`src/rtl/lod_pkg.sv`:
```
// Shared leading-one-detector types and helpers for the log multiplier and antilog stage.
package lod_pkg;

    function automatic int unsigned lod_k_w(input int unsigned width);
        return int'($clog2(width));
    endfunction

    localparam int unsigned LOD_WIDTH  = 16;
    localparam int unsigned LOD_K_W    = lod_k_w(LOD_WIDTH);
    localparam int unsigned LOD_FRAC_W = LOD_WIDTH - 1;

    typedef struct packed {
        logic                  zero;
        logic [LOD_K_W-1:0]    k;
        logic [LOD_FRAC_W-1:0] frac;
        logic                  sign;
    } lod_res_t;

endpackage

```
`src/rtl/lod_pipe_if.sv`:
```
// Operand/result handshake bundle for lod_pipe; out_sign exists only with LOD_SIGNED_EN.
interface lod_pipe_if
    import lod_pkg::*;
#(
    parameter int unsigned WIDTH = 16
);
    localparam int unsigned K_W    = lod_k_w(WIDTH);
    localparam int unsigned FRAC_W = WIDTH - 1;

    logic              in_valid;
    logic              in_ready;
    logic [WIDTH-1:0]  in_data;
    logic              out_valid;
    logic              out_ready;
    logic              out_zero;
    logic [K_W-1:0]    out_k;
    logic [FRAC_W-1:0] out_frac;
`ifdef LOD_SIGNED_EN
    logic              out_sign;

    modport master (output in_valid, in_data, out_ready,
                    input  in_ready, out_valid, out_zero, out_k, out_frac, out_sign);
    modport slave  (input  in_valid, in_data, out_ready,
                    output in_ready, out_valid, out_zero, out_k, out_frac, out_sign);
`else
    modport master (output in_valid, in_data, out_ready,
                    input  in_ready, out_valid, out_zero, out_k, out_frac);
    modport slave  (input  in_valid, in_data, out_ready,
                    output in_ready, out_valid, out_zero, out_k, out_frac);
`endif
endinterface

```
`src/rtl/lod_prienc.sv`:
```
// Combinational priority encoder: index of the highest set bit, plus zero flag.
module lod_prienc
    import lod_pkg::*;
#(
    parameter  int unsigned WIDTH = 16,
    localparam int unsigned K_W   = lod_k_w(WIDTH)
) (
    input  logic [WIDTH-1:0] mag,
    output logic [K_W-1:0]   k,
    output logic             zero
);

    always_comb begin
        k = '0;
        for (int i = 0; i < WIDTH; i++) begin
            if (mag[i]) k = K_W'(i);
        end
        zero = ~|mag;
    end

endmodule

```
`src/rtl/lod_pipe.sv`:
```
// Two-stage pipelined leading-one detector with valid/ready backpressure.
// Define LOD_SIGNED_EN for two's-complement operands (magnitude + out_sign).
module lod_pipe
    import lod_pkg::*;
#(
    parameter int unsigned WIDTH = 16
) (
    input  logic       clk,
    input  logic       rst_n,
    lod_pipe_if.slave  bus
);

    localparam int unsigned K_W    = lod_k_w(WIDTH);
    localparam int unsigned FRAC_W = WIDTH - 1;

    logic              s1_valid, s2_valid;
    logic              s1_load, s2_load, in_fire;
    logic [WIDTH-1:0]  mag;
    logic [K_W-1:0]    k_c;
    logic              zero_c;
    logic [WIDTH-1:0]  s1_mag;
    logic [K_W-1:0]    s1_k;
    logic              s1_zero;
    logic [WIDTH-1:0]  shifted;
    logic [K_W-1:0]    s2_k;
    logic              s2_zero;
    logic [FRAC_W-1:0] s2_frac;

    assign s2_load = !s2_valid | bus.out_ready;
    assign s1_load = !s1_valid | s2_load;
    assign in_fire = bus.in_valid & s1_load;

`ifdef LOD_SIGNED_EN
    logic s1_sign, s2_sign;
    assign mag = bus.in_data[WIDTH-1] ? WIDTH'(-bus.in_data) : bus.in_data;
`else
    assign mag = bus.in_data;
`endif

    lod_prienc #(.WIDTH(WIDTH)) u_prienc (
        .mag  (mag),
        .k    (k_c),
        .zero (zero_c)
    );

    // S1: capture magnitude and encoded position
    always_ff @(posedge clk or negedge rst_n) begin
        if (!rst_n) begin
            s1_valid <= 1'b0;
            s1_mag   <= '0;
            s1_k     <= '0;
            s1_zero  <= 1'b0;
`ifdef LOD_SIGNED_EN
            s1_sign  <= 1'b0;
`endif
        end else if (s1_load) begin
            s1_valid <= in_fire;
            if (in_fire) begin
                s1_mag  <= mag;
                s1_k    <= k_c;
                s1_zero <= zero_c;
`ifdef LOD_SIGNED_EN
                s1_sign <= bus.in_data[WIDTH-1];
`endif
            end
        end
    end

    // Left-align the bits below the leading one; a zero magnitude stays zero
    assign shifted = s1_mag << (K_W'(WIDTH - 1) - s1_k);

    // S2: result registers driving the output bus
    always_ff @(posedge clk or negedge rst_n) begin
        if (!rst_n) begin
            s2_valid <= 1'b0;
            s2_k     <= '0;
            s2_zero  <= 1'b0;
            s2_frac  <= '0;
`ifdef LOD_SIGNED_EN
            s2_sign  <= 1'b0;
`endif
        end else if (s2_load) begin
            s2_valid <= s1_valid;
            if (s1_valid) begin
                s2_k    <= s1_k;
                s2_zero <= s1_zero;
                s2_frac <= shifted[FRAC_W-1:0];
`ifdef LOD_SIGNED_EN
                s2_sign <= s1_sign;
`endif
            end
        end
    end

    assign bus.in_ready  = s1_load;
    assign bus.out_valid = s2_valid;
    assign bus.out_k     = s2_k;
    assign bus.out_zero  = s2_zero;
    assign bus.out_frac  = s2_frac;
`ifdef LOD_SIGNED_EN
    assign bus.out_sign  = s2_sign;
`endif

endmodule

```
`src/flat_wrapper.sv`:
```
// flat-port wrapper written by rule: the top's interface ports become plain ports
module lod_pipe_flat import lod_pkg::*;
#(
    parameter int unsigned WIDTH = 16
)
  (clk, rst_n, bus_in_valid, bus_in_data, bus_out_ready, bus_in_ready, bus_out_valid, bus_out_zero, bus_out_k, bus_out_frac);
  lod_pipe_if #(.WIDTH(WIDTH)) bus_i ();
  input  logic clk;
  input  logic rst_n;
  input wire logic [$bits(bus_i.in_valid)-1:0] bus_in_valid;
  input wire logic [$bits(bus_i.in_data)-1:0] bus_in_data;
  input wire logic [$bits(bus_i.out_ready)-1:0] bus_out_ready;
  output wire logic [$bits(bus_i.in_ready)-1:0] bus_in_ready;
  output wire logic [$bits(bus_i.out_valid)-1:0] bus_out_valid;
  output wire logic [$bits(bus_i.out_zero)-1:0] bus_out_zero;
  output wire logic [$bits(bus_i.out_k)-1:0] bus_out_k;
  output wire logic [$bits(bus_i.out_frac)-1:0] bus_out_frac;
  assign bus_i.in_valid = bus_in_valid;
  assign bus_i.in_data = bus_in_data;
  assign bus_i.out_ready = bus_out_ready;
  assign bus_in_ready = bus_i.in_ready;
  assign bus_out_valid = bus_i.out_valid;
  assign bus_out_zero = bus_i.out_zero;
  assign bus_out_k = bus_i.out_k;
  assign bus_out_frac = bus_i.out_frac;
  lod_pipe #(.WIDTH(WIDTH)) u_core (.clk(clk), .rst_n(rst_n), .bus(bus_i));
endmodule
```
`config.mk`:
```
export PLATFORM = sky130hd
export DESIGN_NAME = lod_pipe_flat
export DESIGN_NICKNAME = d
export VERILOG_FILES = /design/src/rtl/lod_pkg.sv /design/src/rtl/lod_pipe_if.sv /design/src/rtl/lod_prienc.sv /design/src/rtl/lod_pipe.sv /design/src/flat_wrapper.sv
export SDC_FILE = /design/constraint.sdc
export NUM_CORES = 1
export LEC_CHECK = 0
export ABC_AREA = 1
export ABC_CLOCK_PERIOD_IN_PS = 1600
export CAP_MARGIN = 20
export CORE_MARGIN = 2
export CORE_UTILIZATION = 53
export DETAILED_ROUTE_END_ITERATION = 8
export PLACE_DENSITY = 0.91
export RECOVER_POWER = 25
export SYNTH_ARGS = -nofsm -noshare
export SYNTH_HDL_FRONTEND = slang
export SYNTH_HIERARCHICAL = 1
export SYNTH_SLANG_ARGS = --single-unit
export TNS_END_PERCENT = 50
```
`constraint.sdc`:
```
create_clock -name clk -period 1.6 [get_ports clk]
set_input_delay 0.48 -clock clk [delete_from_list [all_inputs] [get_ports clk]]
set_output_delay 0.48 -clock clk [all_outputs]
set_load 0.05 [all_outputs]
```
## Word-level counts from Yosys, hierarchy flattened

Index checks and enable logic that the tools add are counted.

| operators by class | value |
|---|---|
| $add $sub $neg | 1 |
| shifts and indexed selects | 1 |
| multiplexer cells | 15 |
| bitwise gates (word level) | 3 |
| reductions and logical operators | 6 |

Operator list:

| operator | count |
|---|---|
| 4-bit two-way mux | 14 |
| 16-bit OR reduction | 1 |
| 16-bit by 4-bit left shift with 15-bit output | 1 |
| 2-bit AND reduction | 2 |
| 4-bit subtractor (first input constant) | 1 |
| 1-bit zero test | 3 |
| 1-bit bitwise OR | 2 |
| 1-bit bitwise AND | 1 |
| 1-bit two-way mux | 1 |

| word-level totals | value |
|---|---|
| flip-flop bits (word level) | 43 |
| input bits | 20 |
| output and inout port bits | 22 |
| word-level logic and storage cells | 34 |

## Longest topological paths before layout

| logic depth | value |
|---|---|
| word-level depth | 15 |
| mapped depth | 17 |
| mapped depth without buffers | 17 |

## Hierarchy

Netlist, hierarchy kept.

By module, submodules not included:

| module | instances | cells an instance | area each (µm²) | seq. area each (µm²) |
|---|---|---|---|---|
| lod_pipe | 1 | 265 | 2258.4 | 1051.0 |
| lod_prienc | 1 | 44 | 181.4 | 0.0 |

## Least setup slack after synthesis

Ideal clock, no wire load.

| timing path | value |
|---|---|
| path kind | reg2reg |
| start | register u_core.s2_valid (netlist: u_core/bus.out_valid) |
| end | register u_core.s1_mag[10] |
| library setup time | 0.125 ns |
| arrival time | 1.728 ns |
| required time | 1.475 ns |
| setup slack | -0.252 ns |
| cell stages (with the launch flop) | 5 |
| buffers on the path | 1 |
| clock period less this slack | 1.852 ns |
| path through | dfrtp_1 -> nand3_2 -> nand2_4 -> buf_6 -> mux2_2 |

| between the ends | value |
|---|---|
| longest elaborated chain between the ends | 5 |

Ends and longest elaborated chain:

| item | line | source |
|---|---|---|
| start: declaration | lod_pipe.sv:16 | `logic s1_valid, s2_valid;` |
| start signal: assignment | lod_pipe.sv:83 | `s2_valid <= s1_valid;` |
| 1-bit zero test (*) | lod_pipe.sv:29 | `assign s2_load = !s2_valid \| bus.out_ready;` |
| 1-bit bitwise OR (*) | lod_pipe.sv:29 |  |
| 1-bit bitwise OR (*) | lod_pipe.sv:30 | `assign s1_load = !s1_valid \| s2_load;` |
| named net bus_in_ready | flat_wrapper.sv:13 | `output wire logic [$bits(bus_i.in_ready)-1:0] bus_in_ready;` |
| 1-bit bitwise AND | lod_pipe.sv:31 | `assign in_fire = bus.in_valid & s1_load;` |
| 2-bit AND reduction (no source line) (*) | n/a |  |
| end signal: assignment | lod_pipe.sv:59 | `s1_mag <= mag;` |
| end: declaration | lod_pipe.sv:21 | `logic [WIDTH-1:0] s1_mag;` |

Mark *: on every way through the listed nets, which the timed path passes. The rest lies on a longest branch.
A chain may end at the register's enable or synchronous reset.

## Worst setup path after layout

| timing path | value |
|---|---|
| start | input bus_out_ready |
| end | output bus_in_ready |

| between the ends | value |
|---|---|
| longest elaborated chain between the ends | 2 |

Ends and longest elaborated chain:

| item | line | source |
|---|---|---|
| start: declaration | flat_wrapper.sv:12 | `input wire logic [$bits(bus_i.out_ready)-1:0] bus_out_ready;` |
| 1-bit bitwise OR | lod_pipe.sv:29 |  |
| 1-bit bitwise OR | lod_pipe.sv:30 |  |
| end: declaration | flat_wrapper.sv:13 |  |

No other way between the ends.

==> metrics <==
initial core utilization 55.7%; Yosys top cell area share 43.1%; first-pass GRT wire length 9750 um; Chip Height 71.9 um; FMAX 663 MHz; Final Max Tran Viols 0; Yosys cell types 26; TritonCTS Buffers 5; Syn Nets 329; launching point of the worst reg2reg path u_core/bus.out_valid$_DFFE_PN0P_; Routed wire per std cell 13.2 um; number of antenna violations at the first check in global routing 0; # rows 24; P_leak 1.69 nW; final core occ 75.8%; Rel. slew slack 34.8%; clock-pin slew on the worst setup and hold paths 0.08 ns; Post-Place Cell Area 0.00320 mm^2; final hold vios 0; largest net degree at the start of global routing 43; register area share after synthesis 43.1%; minimum clock period 1.51 ns; routability congestion estimate 0.923; synthesized flop and latch total 42; startpoint types input port; DR DRC count 0; Ports 42; maximum vdd ir drop 0.665 mV; Total GRT Usage 24.3%; Final Skew 0.00567 ns; setup violators final 0; worst path cell trace dlygate4sd2_1, inv_2, nand3_4, buf_12; layout cell share with drive strength beyond 1 26.3%; yosys warns 6; CP Max Fanout 2; TritonCTS clock tree yes; final wirelength 5580 um; period utilization 94.2%; I/O Buffers 41; delay-heaviest family, CP buffers and inverters; Layout area overhead 36.2%; grt ovf 0; Syn Area/Cell 7.90 um^2; router iterations before antenna repair 5; Pwr Density 1440 mW/mm^2; kind of critical path in2out; fin area 0.00332 mm^2; clock buffer depth 2; H-tree Lvls 2; slowest stage cell on the critical path dlygate4sd2_1; CP Data Required Time 1.12 ns; hold_ws 0.414 ns; hold_buf cts 0; r2r endpoint u_core/s1_mag[8]$_DFFE_PN0P_; First DRT Iteration DRCs 237; Mapped Area 0.00244 mm^2; TNS Setup 0 ns; R2R Setup Slk 0.22 ns; Net count, final 388; Worst Setup End Kind output pin; root buf cell clkbuf_8; highest-count cells in the layout ignoring fill and taps nand2_1, nand3_1, dfrtp_1; critical path's largest stage delay 0.24 ns; Mapped Cells 309; commonest non-fill, non-tap cell in the layout nand2_1; Die ar. 0.00516 mm^2; clk_lat worst skew 0.30 ns; core area 0.00438 mm^2; clk sinks 42; Final HPWL DP 4160 um; Detail Route Antenna Nets 0; vias in the first global route 2209; n_diodes 0; Hold WC Path Type in2async; Vias/cell 5.50; status complete, no violations; area leader, netlist dfrtp_1; Bufs and invs on worst path 3; crit path DAT 1.03 ns; Synth area leaders dfrtp_1, nand2_1, nand3_1, mux2_2, buf_6; vias 2315; Max Cap Viol 0; reg2reg path depth 4; Die X 71.9 um; Slew @ Worst Pin 0.977 ns
-- metal layers --
metal | global-route usage, % | routed length (um) | share of wire [%]
met5 | 0 | 0 | 0
met2 | 40.6 | 2720 | 49
met3 | 5.91 | 354 | 6.3
met4 | 11.3 | 211 | 3.8
met1 | 29.7 | 2290 | 41
-- how the worst max path moves through the flow --
stage / start / endpoint / slack [ns] / cells past startpoint
after floorplan: u_core/bus.out_valid$_DFFE_PN0P_ / u_core/s1_mag[10]$_DFFE_PN0P_ / 0.09 / 4
after global placement: bus_in_data[2] / u_core/s1_k[0]$_DFFE_PN0P_ / -0.30 / 18
after detailed placement: bus_in_data[2] / u_core/s1_k[0]$_DFFE_PN0P_ / -0.39 / 18
after CTS: bus_in_data[4] / u_core/s1_k[0]$_DFFE_PN0P_ / 0.007 / 16
after global routing: bus_in_data[9] / u_core/s1_zero$_DFFE_PN0P_ / -0.003 / 6
final: bus_out_ready / bus_in_ready / 0.09 / 4
-- cells in the mapped netlist, drive strengths merged --
master	n
nor4	2
clkbuf	1
nand3	57
mux2	11
dfrtp	42
o21ai	12
buf	14
nand4	2
nand2	108
nor3	1
inv	27
nor2	20
a21oi	12
-- what timing repair did --
action                                  in CTS  in global routing
pin swaps                                    0                  5
setup buffers                                2                  1
endpoints found under the setup margin       2                  5
resized for setup                            4                 10
-- flip-flops by register name (all words and copies together) (netlist names) --
name / flops
u_core/s1_valid: 1
u_core/bus.out_frac: 15
u_core/bus.out_valid: 1
u_core/s1_zero: 1
u_core/s1_mag: 15
u_core/bus.out_zero: 1
u_core/s1_k: 4
u_core/bus.out_k: 4
-- cells by family after synthesis --
family,after synthesis,synth area share (%)
compound gates,24,5.08
buf+inv,42,10.6
flops,42,43.1
mux,11,5.38
simple gates,190,35.9
-- layout make-up --
cell class              instances  area [um^2]
clock buffers                   7         86.3
clock inverters                 1         5.00
fillers                       288         1060
inverters                      27          104
multi-input cells             225         1160
flip-flops and latches         42         1050
well taps                      52         65.1
repair buffers                 67          850
-- through the flow --
step           instances  power, mW  setup slack (ns)
6_report             421       4.78            0.0922
3_3_place_gp         410       4.03            -0.303
2_1_floorplan        309       2.91            0.0918
4_1_cts              420       4.79           0.00676
3_5_place_dp         410       4.10            -0.393
5_1_grt              421       5.02          -0.00307
-- power by group --
group / total (mW) / internal (mW) / switching [mW] / leakage [nW]
sequential: 1.61 / 1.33 / 0.289 / 0.487
clock: 0.693 / 0.348 / 0.346 / 0.0482
combinational: 2.47 / 1.14 / 1.33 / 1.15
Power figures use the tool's default switching activity.
==> RTL change, RTL diff (same settings) <==
Make the reset (`rst_n`) synchronous in 2 clocked blocks.
--- a/src/rtl/lod_pipe.sv
+++ b/src/rtl/lod_pipe.sv
@@ -44,7 +44,7 @@
     );
 
     // S1: capture magnitude and encoded position
-    always_ff @(posedge clk or negedge rst_n) begin
+    always_ff @(posedge clk) begin
         if (!rst_n) begin
             s1_valid <= 1'b0;
             s1_mag   <= '0;
@@ -70,7 +70,7 @@
     assign shifted = s1_mag << (K_W'(WIDTH - 1) - s1_k);
 
     // S2: result registers driving the output bus
-    always_ff @(posedge clk or negedge rst_n) begin
+    always_ff @(posedge clk) begin
         if (!rst_n) begin
             s2_valid <= 1'b0;
             s2_k     <= '0;
Formal check against the unedited RTL: differs if rst_n is asserted again (counterexample within 4 cycles, from zero or initial values and one cycle with rst_n low); with rst_n held inactive, the same outputs for 10 cycles.
==> RTL change against the original RTL <==
The run now ends with negative setup slack left. Synthesized area shrank 6.7%. Cell area fell by 4.3%. Register-to-register slack got worse by 0.09 ns. Routed wire length rose by 49%. Sequential cell count stayed put. Setup slack worse by 0.15 ns. Critical path type is now in2reg. Largest cell class unchanged.
Power is not compared: it rests on default switching activity, and its combinational part moved more than twofold at a synthesized area within 25%.
==> RTL change: results (changes against the original RTL) <==
- Total Routed Length: 8310 um (+49%)
- Result of the run: finished with violations
* Pin count of the biggest net entering global routing: 28 (-35%)
- The placed instance count is 442 (+7.8%).
* Sequential area share after synthesis: 36.9% (-6.1 points)
- By area the synthesized netlist is led by dfxtp_1 (37%), nand2_1 (13%), nand3_1 (11%).
- Final setup margin: -0.0565 ns (-0.149 ns)
* Slew at the pin closest to its max-slew limit: 0.440 ns (-0.537 ns)
* Setup TNS: -0.0565 ns (-0.0565 ns)
- The net count reported at finish was 424 (+9.3%).
- The average vias per placed instance is 6.21 (+13%).
* Met2 layer wire length in the routed design: 3920 um (+44%)
* Worst path max stage delay: 0.36 ns (+0.12 ns)
- The first-pass iteration count of the detailed router came to 6 (+1).
- The total routed wire length on the met1 layer came to 2990 um (+30%).
- The met1 demand-to-capacity share in global routing is 37.6% (+7.9 points).
- Data arrival time of the critical path: 1.84 ns (+0.81 ns)
- Met2 GRT Util: 55.7% (+15 points)
* Placed wire-length estimate after detailed placement: 5010 um (+20%)
- The share of cell area taken by muxes after synthesis came to 0% (-5.4 points).
* Violated checks: negative setup slack
* Vias after detailed routing: 2820 (+22%)
- The total global routing track utilization was 32.6% (+8.3 points).
* Total length of routed met3 wires: 881 um (+150%)
* Most instantiated cells after synthesis: nand2_1 (81), nand3_1 (50), dfxtp_1 (42)
- The via count of the first global-routing pass was 2639 (+19%).
- The mean instance size in the synthesized netlist was 6.75 um2 (-14%).
* Final setup violation count: 1 (+1)
* Power, Total: 0.00275 W
- Worst min-delay path category: reg2reg
* Fill cell total of the finished layout: 227 (-21%)
- Met3 Track Usage GR: 6.25% (+0.34 points)
- Async SR Flop Fraction: 0% (-100 points)
* Clock transition time at the flip-flop clock pins of the worst setup and hold paths: 0.09 ns
* Share of final-layout standard cells stronger than drive strength 1: 25.2% (-1.0 points)
- The global-route wire length before repair was 12600 um (+29%).
* Violation count after the first detailed-routing iteration: 431 (+82%)
-- RTL change: what timing repair did --
action,CTS,global route
gates resized for setup,16,25
endpoints found under the setup margin,10,5
hold buffers,0,0
setup buffers,3,2
pin swaps,6,14
-- RTL change: cell families after synthesis --
kind of cell	Yosys count
AO/OA/AOI/OAI	57
buffers and inverters	46
AND/OR/NAND/NOR	192
flip-flops	42
-- RTL change: final timing paths --
check / cells after the start / to / slack [ns] / from
hold reg to reg: 2 / u_core/bus.out_frac[4] / 0.47 / u_core/bus.out_frac[4]
setup reg to reg: 6 / u_core/s1_mag[8] / 0.13 / u_core/s1_valid
hold / removal: 2 / u_core/bus.out_frac[4] / 0.47 / u_core/bus.out_frac[4]
setup / recovery: 6 / u_core/s1_k[3] / -0.06 / bus_in_data[11]
-- RTL change: tightest hold or removal path, cell delays in order, from the launching register on --
cell and delay (ns):
dfxtp_1 0.32, nand2_1 0.06, a21oi_1 0.05
-- RTL change: area by class of cell --
type	instances	area (um2)	share of cell area, %
sequential	42	842	26.5
inverter	28	115	3.62
clock buffer	6	82.6	2.60
clock inverter	1	30.0	0.945
tap	50	62.6	1.97
timing repair buffer	78	835	26.2
multi-input combinational	249	1210	38.1
-- RTL change: stage by stage --
| step | area, um2 | setup slack [ns] | utilization, % |
|---|---|---|---|
| 3_5_place_dp | 3110 | -0.470 | 76.6 |
| 5_1_grt | 3180 | -0.0244 | 78.4 |
| 4_1_cts | 3240 | 0.00265 | 79.9 |
| 6_report | 3180 | -0.0565 | 78.4 |
| 2_1_floorplan | 2280 | 0.161 | - |
| 3_3_place_gp | 3110 | -0.335 | 76.6 |
